===== config.mk =====
export PLATFORM = sky130hd
export DESIGN_NAME = m68k_dtack_responder
export DESIGN_NICKNAME = d
export VERILOG_FILES = /design/src/rtl/m68k_dtack_responder.sv
export SDC_FILE = /design/constraint.sdc
export NUM_CORES = 1
export LEC_CHECK = 0
export BUFFER_PORTS_ARGS = -buffer_cell sky130_fd_sc_hd__buf_2
export CAP_MARGIN = 30
export CORE_UTILIZATION = 48
export CTS_CLUSTER_SIZE = 8
export DETAILED_ROUTE_END_ITERATION = 10
export PLACE_DENSITY = 0.81
export REMOVE_ABC_BUFFERS = 1
export SKIP_LAST_GASP = 1
export SLEW_MARGIN = 10
export SYNTH_ARGS = -nofsm -noshare
export SYNTH_HDL_FRONTEND = slang
export SYNTH_SLANG_ARGS = --single-unit

===== constraint.sdc =====
create_clock -name Clk -period 1.9 [get_ports Clk]
set_clock_uncertainty 0.05 [all_clocks]
set_input_delay 0.095 -clock Clk [delete_from_list [all_inputs] [get_ports Clk]]
set_output_delay 0.095 -clock Clk [all_outputs]
set_load 0.01 [all_outputs]

===== src/rtl/m68k_dtack_responder.sv =====
// m68k_dtack_responder: target-side DTACK/BERR generator for the 68000 local bus.
// Ports:
//   Clk, Reset_L (async, active low)
//   AS_L, UDS_L, LDS_L                 CPU strobes
//   OnChipRomSelect_H, OnChipRamSelect_H, DramSelect_H, IOSelect_H,
//   DMASelect_L, GraphicsCS_L, CanBusSelect_H   decoder selects
//   DramDtack_L, GraphicsDtack_L, CanBusDtack_L peripheral acknowledges
//   DtackOut_L, BErrOut_L               registered acknowledge / bus error to the CPU
// Optional feature: define BUS_ERROR_TIMEOUT_EN to raise BErrOut_L after TIMEOUT_CYCLES.
module m68k_dtack_responder #(
    parameter int ROM_WAIT       = 0,
    parameter int RAM_WAIT       = 1,
    parameter int IO_WAIT        = 2,
    parameter int CNT_W          = 8,
    parameter int TIMEOUT_CYCLES = 255
) (
    input  logic Clk,
    input  logic Reset_L,
    input  logic AS_L,
    input  logic UDS_L,
    input  logic LDS_L,
    input  logic OnChipRomSelect_H,
    input  logic OnChipRamSelect_H,
    input  logic DramSelect_H,
    input  logic IOSelect_H,
    input  logic DMASelect_L,
    input  logic GraphicsCS_L,
    input  logic CanBusSelect_H,
    input  logic DramDtack_L,
    input  logic GraphicsDtack_L,
    input  logic CanBusDtack_L,
    output logic DtackOut_L,
    output logic BErrOut_L
);
    typedef enum logic [2:0] {
        IDLE,
        COUNT,
        WAIT_EXT,
`ifdef BUS_ERROR_TIMEOUT_EN
        BERR,
`endif
        ACK
    } state_t;
    typedef enum logic [1:0] {SRC_NONE, SRC_DRAM, SRC_GFX, SRC_CAN} src_t;

    state_t           state_q;
    src_t             src_q;
    src_t             src_d;
    logic [CNT_W-1:0] cnt_q;
    logic [CNT_W-1:0] wait_d;
    logic             dtack_q;
    logic             start;
    logic             int_sel;
    logic             ext_dtack_l;
    logic             ack_now;

    assign start   = ~AS_L & (~UDS_L | ~LDS_L);
    // DRAM outranks IO/DMA, so IO/DMA only counts as internal when DRAM is idle
    assign int_sel = OnChipRomSelect_H | OnChipRamSelect_H |
                     (~DramSelect_H & (IOSelect_H | ~DMASelect_L));
    assign wait_d  = OnChipRomSelect_H ? CNT_W'(ROM_WAIT) :
                     OnChipRamSelect_H ? CNT_W'(RAM_WAIT) : CNT_W'(IO_WAIT);
    assign src_d   = DramSelect_H    ? SRC_DRAM :
                     ~GraphicsCS_L   ? SRC_GFX  :
                     CanBusSelect_H  ? SRC_CAN  : SRC_NONE;
    assign ext_dtack_l = src_q == SRC_DRAM ? DramDtack_L     :
                         src_q == SRC_GFX  ? GraphicsDtack_L :
                         src_q == SRC_CAN  ? CanBusDtack_L   : 1'b1;
    assign ack_now = state_q == COUNT ? cnt_q == '0 : ~ext_dtack_l;
    assign DtackOut_L = dtack_q;

`ifdef BUS_ERROR_TIMEOUT_EN
    logic [CNT_W-1:0] tmo_q;
    logic             berr_q;
    logic             tmo_hit;

    assign tmo_hit   = (tmo_q + CNT_W'(1)) == CNT_W'(TIMEOUT_CYCLES);
    assign BErrOut_L = berr_q;
`else
    assign BErrOut_L = 1'b1;
`endif

    always_ff @(posedge Clk or negedge Reset_L) begin
        if (!Reset_L) begin
            state_q <= IDLE;
            src_q   <= SRC_NONE;
            cnt_q   <= '0;
            dtack_q <= 1'b1;
`ifdef BUS_ERROR_TIMEOUT_EN
            tmo_q   <= '0;
            berr_q  <= 1'b1;
`endif
        end else begin
            case (state_q)
                IDLE: if (start) begin
`ifdef BUS_ERROR_TIMEOUT_EN
                    tmo_q <= '0;
`endif
                    if (int_sel) begin
                        state_q <= COUNT;
                        cnt_q   <= wait_d;
                    end else begin
                        state_q <= WAIT_EXT;
                        src_q   <= src_d;
                    end
                end
                COUNT, WAIT_EXT: begin
`ifdef BUS_ERROR_TIMEOUT_EN
                    tmo_q <= tmo_q + CNT_W'(1);
`endif
                    // abort beats ack, and ack beats a simultaneous timeout
                    if (AS_L) begin
                        state_q <= IDLE;
                    end else if (ack_now) begin
                        state_q <= ACK;
                        dtack_q <= 1'b0;
`ifdef BUS_ERROR_TIMEOUT_EN
                    end else if (tmo_hit) begin
                        state_q <= BERR;
                        berr_q  <= 1'b0;
`endif
                    end else if (state_q == COUNT) begin
                        cnt_q <= cnt_q - CNT_W'(1);
                    end
                end
                ACK: if (AS_L) begin
                    state_q <= IDLE;
                    dtack_q <= 1'b1;
                end
`ifdef BUS_ERROR_TIMEOUT_EN
                BERR: if (AS_L) begin
                    state_q <= IDLE;
                    berr_q  <= 1'b1;
                end
`endif
                default: state_q <= IDLE;
            endcase
        end
    end
endmodule


Yosys cells after proc, flatten, opt, wreduce, memory -nomap -nowiden --
Index checks and enable logic that the tools add are counted.
Word-level totals: bits in registers 14, latch bits 0, RAM bits 0, memory bits (read-only) 0, input port bits 15, word-level logic and storage cells 66, memories 0
Operators by class: add/subtract/negate cells 1, $mul 0, div/mod/pow operators 0, magnitude comparators 0, equality and inequality tests 14, shift operators 0, muxes and demuxes 25, bitwise operators 13, reductions and logical operators 9
Operator list (number):
- $mux W8 | 5
- $pmux W8 S2 | 1
- $ne A2 B2 Y1 const B | 7
- $mux W2 | 6
- $mux W3 | 4
- $pmux W3 S3 | 1
- $logic_not A8 Y1 | 1
- $sub A8 B1 Y8 const B | 1
- $mux W1 | 7
- $not A1 Y1 | 7
- $eq A3 B2 Y1 const B | 2
- $reduce_and A3 Y1 | 2
- $reduce_and A6 Y1 | 1
- $eq A2 B2 Y1 const B | 2
- $or A1 B1 Y1 | 4
- $reduce_and A4 Y1 | 1
- $reduce_bool A2 Y1 | 2
- $eq A3 B1 Y1 const B | 1
- $logic_not A3 Y1 | 1
- $ne A3 B3 Y1 const B | 1
- $and A1 B1 Y1 | 2
- $eq A2 B1 Y1 const B | 1
- $pmux W1 S2 | 1
- $reduce_or A2 Y1 | 1

Logic depth before layout (Yosys ltp) --
Gate-level depths: netlist of run 1.
depth in word-level cells 9, depth in mapped cells 8, mapped depth without buffers 7

Worst setup path before layout of run 1 --
OpenSTA, ideal clock, no wires.
path type reg-to-reg, start reg state_q[1], end reg cnt_q[4], library setup time 69 ps, arrival 1795 ps, required time 1781 ps, slack -15 ps, cell stages (with the launch flop) 8, buffers on the path 0, clock period less this slack 1915 ps, cell sequence dfrtp_1 -> inv_1 -> ha_1 -> inv_1 -> a31oi_1 -> nand3_1 -> or4_1 -> nand3_1
On the way: word-level cells in the longest chain between the ends 4, elaborated cells between the ends (all ways) 13, those cells by class eq/ne: 7; mux: 2; reduce/logical: 4
RTL lines:
- start, declared | line 46 | state_t state_q;
- start signal, assigned | line 85 | state_q <= IDLE;
- start signal, assigned | line 100 | state_q <= COUNT;
- start signal, assigned | line 103 | state_q <= WAIT_EXT;
- $eq A3 B1 Y1 / $eq A3 B2 Y1 (equally long branches) | line 69, 94, 122
- $reduce_or A2 Y1 / $mux W1 (equally long branches) | line 94, 69
- $ne A2 B2 Y1 (no line) / $reduce_bool A2 Y1 (equally long branches)
- $reduce_and A6 Y1 (no line)
- end signal, assigned | line 101 | cnt_q <= wait_d;
- end signal, assigned | line 123 | cnt_q <= cnt_q - CNT_W'(1);
- end, declared | line 49 | logic [CNT_W-1:0] cnt_q;
Parallel ways exist; a longest one is shown, timed or not. A chain may end at the register's enable or synchronous reset.

Worst setup path after layout of run 1 --
start reg state_q[0], end reg state_q[1]
On the way: word-level cells in the longest chain between the ends 4, elaborated cells between the ends (all ways) 11, those cells by class eq/ne: 6; mux: 2; reduce/logical: 3
RTL lines (line):
- $eq A3 B1 Y1 / $eq A3 B2 Y1 (equally long branches) | 69, 94
- $mux W1 / $reduce_or A2 Y1 (equally long branches) | 69, 94
- $ne A3 B3 Y1 (no line)
- $reduce_and A3 Y1 (no line)
Parallel ways exist; a longest one is shown, timed or not.

==> results of run 1 <==
-- final timing paths --
| kind | to | slack, ps | depth (start not counted) |
|---|---|---|---|
| setup / recovery | state_q[1]$_DFFE_PN0P_ | 30 | 6 |
| hold / removal | src_q[1]$_DFFE_PN0P_ | 80 | 3 |
| min in group asynchronous | src_q[1]$_DFFE_PN0P_ | 180 | 2 |
| setup reg to reg | state_q[1]$_DFFE_PN0P_ | 30 | 6 |
| hold reg to reg | DtackOut_L$_DFFE_PN1P_ | 460 | 2 |
| max in group asynchronous | DtackOut_L$_DFFE_PN1P_ | 1330 | 2 |
-- flip-flops by register name, summed over array words and instances, names as in the netlist --
name,cells
cnt_q,8
state_q,2
src_q,2
DtackOut_L,1
-- cells in the final DEF, fill, tap and decap left out, drive strengths merged, types with 4 or more instances in the layout --
cell type / Yosys / layout
o21ai: 5 / 5
a21oi: 7 / 7
inv: 7 / 7
dfrtp: 12 / 12
buf: 2 / 32
nand3: 5 / 5
nor2: 6 / 6
nand2: 8 / 8
ha: 5 / 5
clkbuf: 2 / 4
o31ai: 4 / 4
-- layout make-up --
type / instances / area, sq um / share of cell area (%)
clock buffer: 4 / 26.28 / 2.081
tap: 25 / 31.28 / 2.478
sequential: 13 / 326.6 / 25.87
multi-input combinational: 79 / 618.1 / 48.96
inverter: 8 / 32.53 / 2.577
timing repair buffer: 34 / 227.7 / 18.04
-- tightest hold or removal path: cells and delay by family --
kind	cells	cell delay, ps
simple gates	1	120
compound gates	1	70
buf+inv	1	80
-- cell usage after synthesis (all sizes together) (2+ instances only) --
cell	number
o2bb2ai	2
nand4	2
nor2	6
clkbuf	2
dfrtp	12
o31ai	4
mux2i	2
inv	7
nand2	8
nand3	5
o21ai	5
a22o	2
nor2b	3
a31oi	2
buf	2
a41oi	2
ha	5
o211ai	3
nor4	2
nand2b	3
a21oi	7
-- stage by stage --
stage	hold slack, ps	setup slack, ps	cells
floorplan	-250.6	-212.1	100
global placement	-48.47	-35.04	153
detailed placement	-47.43	-102.8	153
CTS	70.08	1.795	161
global route	94.72	-64.58	163
finish	79.99	26.11	163
-- logic make-up after synthesis --
logic type	Yosys count
AOI/OAI and AO/OA	36
adders and majority gates	5
buffers and inverters	12
DFF	13
muxes	2
other	1
and+or+nand+nor	35
-- routing by layer --
layer | vias up | global-route usage [%] | routed length [um]
li1 | 458 | - | -
met1 | 471 | 29.13 | 999
met2 | 34 | 43.38 | 1267
met3 | 8 | 5.159 | 110
met4 | 0 | 15.29 | 51
met5 | - | 0 | 0
-- power by group --
part | switching, mW | leakage [nW] | internal [mW]
Combinational | 0.705 | 0.368 | 0.690
Clock | 0.0985 | 0.0150 | 0.0814
Sequential | 0.137 | 0.160 | 0.407
Total | 0.941 | 0.544 | 1.18
-- what timing repair did --
item / 4_1_cts / 5_1_grt
endpoints found under the hold margin: 14 / 0
buffers inserted: 2 / 1
gates cloned: 0 / 1
setup endpoints to repair: 7 / 11
hold buffers: 2 / 0
pin swaps: 2 / 4
gates resized for setup: 4 / 13
==> results_dict.tcl, run 1 <==
set metrics [dict create \
    irDropWorstVdd_v 0.0009821 \
    fin_tns_setup_ps 0 \
    cts_buffer_depth 2 \
    numPortBuffers 15 \
    max_freq_mhz 533.6 \
    nets 159 \
    num_vias 971 \
    synth_xor_area_share_pct 0 \
    crit_chain "ha_4, nor4b_4, a31oi_4, o21a_1, a221o_1, a22o_1" \
    critPathLaunchType "register" \
    outcome "complete, no violations" \
    crit_path_end_kind "register" \
    dp_hpwl_mm 1.665 \
    crit_slowest_cell "dfrtp_1" \
    p_leak_nw 0.5437 \
    final-setup-viol-count 0 \
    rr_startpoint "state_q[0]$_DFFE_PN0P_" \
    synth.area.mux_share_pct 2.168 \
    clock_latency_ps 280 \
    drv_slew 0 \
    synth-compound-area-share_pct 27.78 \
    yosys.area_share.simple_pct 21.41 \
    synth_seq_cells 13 \
    dr.first_iter.drc_count 27 \
    max_cap_viol_count 0 \
    start_util_pct 52.34 \
    wl_per_cell_um 14.90 \
    synth_top_family_by_area "compound AO/OA/AOI/OAI gates" \
    layout-drive-gt1-share_pct 35.51 \
    yosys.area.top_type "dfrtp_1" \
    postLayoutCellArea_sq_um 1262 \
    pin_count 17 \
    crit_type "register to register" \
    drt-total-wl_mm 2.429 \
    cts_buffers 3 \
    gp_congestion 0.8913 \
    cts_root_buffer "clkbuf_4" \
    finalCriticalPeriod_ps 1874 \
    async_flop_share_pct 100.0 \
    overflow 0 \
    synth_area_leaders "dfrtp_1 33%, ha_1 6.8%, a21oi_1 3.8%" \
    die_width_um 45.86 \
    ys_types 41 \
    antenna_found_initial 0 \
    yosysTopAreaCellShare_pct 32.52 \
    synth_fa_ha_area_share_pct 6.775 \
    cp.required_ps 2020 \
    grt_max_degree 14 \
    coreArea_sq_um 1764 \
    post-route-period-util_pct 98.63 \
    place_area_sq_um 1101 \
    drc_errors 0 \
    row_count 15 \
    routed_via_density 5.957 \
    syn_area_per_cell_sq_um 8.879 \
    synthToLayoutAreaGrowth_pct 36.72 \
    yosysSeqAreaShare_pct 35.37 \
    grt_pass1_vias 919 \
    cp_slowest_stage_delay_ps 440 \
    cp_max_fo 6 \
    final_util_pct 71.56 \
    grt_pass1_wl_mm 3.774 \
    power.density_nw_per_um2 1678 \
    cp-startpoint "state_q[0]$_DFFE_PN0P_" \
    crit_arrival_ps 2000 \
    syn-cell-area_sq_um 923.4 \
    grtUsageTotal_pct 25.57 \
    p_total_mw 2.118 \
    die_y_um 45.86 \
    syn-instance-count 104 \
    rsz0062_at_grt "true" \
    hp-class "input pin to register" \
    die-area_sq_um 2103 \
    yosys_warnings 0 \
    cpLargestDelayFamily "compound AO/OA/AOI/OAI gates" \
    synth-edff-count 0 \
    fill_cells 140 \
    diodes 0 \
    ant_nets 0 \
    ys.flop_type "dfrtp_1" \
    cts_tree "built" \
    hold_viol 0 \
    hp-start "GraphicsCS_L" \
    cts_sinks 13 \
    first_pass_iters 4 \
    crit_buf_inv 0 \
    clk_pin_slew_worst_paths_ps 90 \
    htree_levels 1 \
]
Power figures use the tool's default switching activity.
==> run 2, diff against run 1 <==
Settings changed: ABC_AREA set to 1, CORE_UTILIZATION 48 to 49, PLACE_DENSITY 0.81 to 0.82.
==> run 2 against run 1 <==
Net effect:
- sequential power down 3.9%
- via count up 0.62%
- flip-flop and latch count unchanged
- largest power group unchanged
- critical endpoint is now cnt_q[7]$_DFFE_PN0P_
==> results_dict.tcl, run 2 <==
set metrics [dict create \
    outcome "complete, no violations" \
    wl_met3_um 68 \
    max_freq_mhz 581.1 \
    pin_count 17 \
    cp_max_fo 9 \
    hold_end "src_q[0]$_DFFE_PN0P_" \
    largest_reg_flops 8 \
    cts_root_buffer "clkbuf_4" \
    wl_per_cell_um 11.20 \
    start_util_pct 54.44 \
    finalCriticalPeriod_ps 1721 \
    drc_errors 0 \
    drt-total-wl_mm 2.150 \
    yosys_warnings 0 \
    syn-instance-count 147 \
    clock_latency_ps 290 \
    p_leak_nw 0.6228 \
    hold_viol 0 \
    crit_path_end_kind "register" \
    layout_commonest_cell "nand2_1" \
    routed_via_density 5.089 \
    final_cell_mix "48 x nand2_1, 18 x inv_1, 15 x nor2_1, 15 x nand3_1, 15 x buf_2" \
    synth-edff-count 0 \
    switching_share_pct 50.51 \
    crit_arrival_ps 1850 \
    htree_levels 1 \
    row_count 15 \
    fin_tns_setup_ps 0 \
    nets 188 \
    rsz0062_at_grt "false" \
    r2r_slack_ps 180 \
    synth_seq_cells 13 \
    power.density_nw_per_um2 1660 \
    holdPathStages 3 \
    grt_max_degree 14 \
    final-setup-viol-count 0 \
    grtUsageTotal_pct 24.12 \
    dp_hpwl_mm 1.679 \
    numPortBuffers 15 \
    hp-start "DramSelect_H" \
    diodes 0 \
    num_vias 977 \
    p_sw_mw 0.9440 \
    antenna_found_initial 0 \
    ys.flop_type "dfrtp_1" \
    yosys.area.top_type "dfrtp_1" \
    synth_area_leaders "dfrtp_1 31%, nand2_1 18%, nand3_1 7.7%" \
    die_width_um 46.74 \
    syn-cell-area_sq_um 980.9 \
    gp_congestion 0.8547 \
    post-route-period-util_pct 90.57 \
    seq_power_share_pct 28.0 \
    critPathLaunchType "register" \
    rr_startpoint "state_q[0]$_DFFE_PN0P_" \
    synthToLayoutAreaGrowth_pct 14.80 \
    grt_pass1_vias 904 \
    wl_met1_mm 1.016 \
    pwr-share-clk_pct 9.5 \
    p_int_mw 0.9250 \
    yosysSeqAreaShare_pct 33.29 \
    cp.required_ps 2030 \
    max_cap_viol_count 0 \
    cts_buffer_depth 2 \
    drv_slew 0 \
    layout-drive-gt1-share_pct 18.56 \
    r2r_cells 9 \
    die_y_um 46.74 \
    first_pass_iters 5 \
    cts_setup_buffers 0 \
    yosysMostFrequentCell "nand2_1" \
    coreArea_sq_um 1802 \
    routed.top_layer "met4" \
    clk_pin_slew_worst_paths_ps 90 \
    cts_sinks 13 \
    largest_register "cnt_q" \
    cts_tree "built" \
    dr.first_iter.drc_count 31 \
    synth.top_cells.by_count "48 x nand2_1, 18 x inv_1, 15 x nand3_1, 15 x nor2_1, 12 x dfrtp_1" \
    cts_buffers 3 \
    final_util_pct 62.50 \
    hp-class "input pin to register" \
    crit_type "register to register" \
    r2r_end "cnt_q[7]$_DFFE_PN0P_" \
    die-area_sq_um 2185 \
    ant_nets 0 \
    route.met2.wl_mm 1.030 \
    overflow 0 \
    reg_top3 "cnt_q (8), src_q (2), state_q (2)" \
    irDropWorstVdd_v 0.0009959 \
    grt_pass1_wl_mm 3.698 \
    syn_area_per_cell_sq_um 6.673 \
    yosysTopAreaCellShare_pct 30.61 \
    place_area_sq_um 1087 \
    pwr-share-comb_pct 62.5 \
    postLayoutCellArea_sq_um 1126 \
    async_flop_share_pct 100.0 \
    ys_types 23 \
]
## run 2: worst max-delay path, stage by stage, from the launching register on
cell and delay (ps):
dfrtp_1 400, inv_1 60, ha_2 380, nand2_2 100, o21ai_2 130, nand2_2 100, nor2_8 160, nand2_4 100
nand2_1 70, nand2_1 50
## run 2: final cells by class
cell class,instances,area [sq um]
Clock buffer,4,26.28
Fill cell,168,675.6
Inverter,21,78.83
Multi-Input combinational cell,112,570.5
Sequential cell,13,326.6
Tap cell,25,31.28
Timing Repair Buffer,17,92.59
## run 2: worst max path at each step
stage | start | endpoint | depth (start not counted) | slack, ps
CTS | state_q[0]$_DFFE_PN0P_ | cnt_q[7]$_DFFE_PN0P_ | 9 | 130
global placement | state_q[0]$_DFFE_PN0P_ | cnt_q[7]$_DFFE_PN0P_ | 9 | 230
floorplan | state_q[0]$_DFFE_PN0P_ | cnt_q[7]$_DFFE_PN0P_ | 10 | 260
detailed placement | state_q[0]$_DFFE_PN0P_ | cnt_q[0]$_DFFE_PN0P_ | 9 | 150
global route | state_q[0]$_DFFE_PN0P_ | cnt_q[7]$_DFFE_PN0P_ | 9 | 50
finish | state_q[0]$_DFFE_PN0P_ | cnt_q[7]$_DFFE_PN0P_ | 9 | 180
## run 2: what timing repair did
action,4_1_cts,5_1_grt
hold buffers,1,0
resized for setup,0,1
endpoints found under the setup margin,0,1
endpoints found under the hold margin,13,0
## run 2: power groups by stage
stage | Clock, mW | Sequential (mW) | Combinational (mW)
after floorplan | 0 | 0.497 | 0.907
after global placement | 0 | 0.522 | 1.11
after detailed placement | 0 | 0.527 | 1.15
after CTS | 0.181 | 0.522 | 1.16
after global routing | 0.191 | 0.537 | 1.34
final | 0.178 | 0.523 | 1.17
## run 2: cells by family (layout without fill, tap and decap cells)
family | count (synthesis) | in the layout | share of synthesized area (%)
AND/OR/NAND/NOR | 88 | 88 | 40.18
buffers and inverters | 22 | 42 | 8.801
AO/OA/AOI/OAI | 15 | 15 | 8.291
flip-flops | 13 | 13 | 33.29
adder cells (fa/ha/maj) | 5 | 5 | 6.378
XOR/XNOR | 3 | 3 | 2.679
other | 1 | 1 | 0.3823
## run 2: metal layers
metal  up-vias  global-route usage, %
met4         0                  8.571
met1       451                  30.22
li1        499                      -
met2        22                  42.22
met5         -                      0
met3         5                  3.462
## run 2: stage by stage
| step | setup slack [ps] | std cells | hold slack [ps] | total power, mW |
|---|---|---|---|---|
| 2_1_floorplan | 260.9 | 146 | -250.6 | 1.404 |
| 3_3_place_gp | 231.0 | 187 | -50.93 | 1.627 |
| 3_5_place_dp | 148.2 | 187 | -48.72 | 1.673 |
| 4_1_cts | 128.4 | 192 | 42.98 | 1.858 |
| 5_1_grt | 48.31 | 192 | 75.33 | 2.070 |
| 6_report | 179.2 | 192 | 42.07 | 1.869 |
==> run 3, diff against run 2 <==
Settings changed: CORE_ASPECT_RATIO set to 2, CORE_UTILIZATION 49 to 35, CTS_CLUSTER_SIZE 8 to 28, PLACE_DENSITY 0.82 to 0.64, TNS_END_PERCENT set to 5.
==> run 3 against run 2 <==
Net effect:
- worst hold slack improved by 35 ps
- count of clock-buffer cells in the layout unchanged
- non-clock buffer count did not move
- flip-flop and latch count stayed put
- critical endpoint unchanged
- cell count up 1.6%
- die area rose by 39%
- final area rose by 1.8%
- setup slack worse by 32 ps
- sequential power fell by 1%
==> results_dict.tcl, run 3 (same netlist as run 2, synthesis figures left out) <==
set metrics [dict create \
    finalCriticalPeriod_ps 1753 \
    r2r_end "cnt_q[7]$_DFFE_PN0P_" \
    overflow 0 \
    crit_path_end "cnt_q[7]$_DFFE_PN0P_" \
    reg_top3 "cnt_q (8), src_q (2), state_q (2)" \
    antenna_found_initial 0 \
    wl_per_cell_um 11.55 \
    die_width_um 39.44 \
    grt_pass1_vias 896 \
    cp_max_fo 9 \
    cts_tree "built" \
    critPathLaunchType "register" \
    largest_reg_flops 8 \
    outcome "complete, no violations" \
    crit_chain "inv_1, ha_1, nand2_2, o21ai_2, nand2_2, nor2_8, nand2_4, nand2_1, nand2_1" \
    cts_buffer_depth 2 \
    cts_root_buffer "clkbuf_8" \
    die-area_sq_um 3031 \
    largest_register "cnt_q" \
    dp_hpwl_mm 1.822 \
    r2r_cells 9 \
    max_freq_mhz 570.4 \
    grt_pass1_wl_mm 3.726 \
    fin_tns_setup_ps 0 \
    fill_cells 283 \
    grt_max_degree 14 \
    diodes 0 \
    timing.hold.ws_ps 76.79 \
    pin_count 17 \
    cp_slowest_stage_delay_ps 400 \
    hp-class "input pin to register" \
    coreArea_sq_um 2603 \
    layout-drive-gt1-share_pct 17.96 \
    cts_buffers 3 \
    num_vias 938 \
    nets 188 \
    rr_startpoint "state_q[0]$_DFFE_PN0P_" \
    final_cell_mix "48 x nand2_1, 18 x inv_1, 15 x nor2_1, 15 x nand3_1, 15 x buf_2" \
    cts-resized-gates 0 \
    drv_slew 0 \
    dpl.cell_count 190 \
    cp.required_ps 1990 \
    drt-total-wl_mm 2.253 \
    clk_pin_slew_worst_paths_ps 60 \
    p_total_mw 1.927 \
    clock_latency_ps 250 \
    crit_arrival_ps 1850 \
    die_y_um 76.87 \
    power.density_nw_per_um2 1682 \
    crit_type "register to register" \
    register_area_sq_um 326.6 \
    numPortBuffers 15 \
    grtUsageTotal_pct 17.70 \
    drc_errors 0 \
    htree_levels 1 \
    layout_commonest_cell "nand2_1" \
    synthToLayoutAreaGrowth_pct 16.84 \
    row_count 26 \
    final_cells 195 \
    max_cap_viol_count 0 \
    cp-startpoint "state_q[0]$_DFFE_PN0P_" \
    cts_setup_buffers 0 \
    gp_congestion 0.8231 \
    hold_viol 0 \
    first_pass_iters 4 \
    dr.first_iter.drc_count 13 \
    irDropWorstVdd_v 0.0007507 \
    crit_slowest_cell "dfrtp_1" \
    post-route-period-util_pct 92.27 \
    ant_nets 0 \
    start_util_pct 37.69 \
    hold_buffers 1 \
    rsz0062_at_grt "false" \
    final-setup-viol-count 0 \
    crit_path_end_kind "register" \
    r2r_slack_ps 150 \
    routed_via_density 4.810 \
    cts_sinks 13 \
    multi_input_area_sq_um 568.0 \
    p_leak_nw 0.6318 \
]
[run 3: cell counts in the layout (fill, tap and decap cells not counted)]
No cell type changed its count.
[run 3: stage by stage]
step | setup WS [ps] | utilization, % | instance area (sq um)
5_1_grt | 17.69 | 44.04 | 1146
3_3_place_gp | 203.2 | 41.92 | 1091
4_1_cts | 138.3 | 44.04 | 1146
3_5_place_dp | 135.9 | 41.92 | 1091
2_1_floorplan | 260.9 | - | 973.4
6_report | 147.0 | 44.04 | 1146
[run 3: final cells by class]
| type | instances | share of cell area, % |
|---|---|---|
| Sequential cell | 13 | 28.49 |
| Tap cell | 28 | 3.057 |
| Timing Repair Buffer | 17 | 8.079 |
| Multi-Input combinational cell | 112 | 49.56 |
| Clock buffer | 4 | 3.930 |
| Inverter | 21 | 6.878 |
[run 3: worst min path at each step]
stage	start	endpoint	slack, ps	depth (start not counted)
after detailed placement	Reset_L	state_q[1]$_DFFE_PN0P_	-50	1
after global placement	Reset_L	state_q[1]$_DFFE_PN0P_	-50	1
final	DramSelect_H	src_q[0]$_DFFE_PN0P_	80	3
after CTS	DramSelect_H	src_q[0]$_DFFE_PN0P_	70	3
after global routing	DramSelect_H	src_q[0]$_DFFE_PN0P_	70	3
after floorplan	Reset_L	cnt_q[0]$_DFFE_PN0P_	-250	0
[run 3: power by group]
group	internal [mW]	total [mW]	switching (mW)
registers	0.404	0.516	0.112
logic	0.432	1.16	0.723
clock network	0.149	0.256	0.107
total	0.984	1.93	0.943
[run 3: routing by layer]
layer,vias up,part of all wire (%),global-route usage [%]
met5,-,0,0
li1,500,-,-
met2,12,60,32.95
met4,0,2.5,8.276
met1,421,36,16.64
met3,5,1.6,2.601
[run 3: critical path, delay by kind of cell, from the launching register on]
| kind | cells | cell delay, ps |
|---|---|---|
| AOI/OAI and AO/OA | 1 | 130 |
| and+or+nand+nor | 6 | 600 |
| DFF | 1 | 400 |
| adders and majority gates | 1 | 400 |
| buffers and inverters | 1 | 60 |
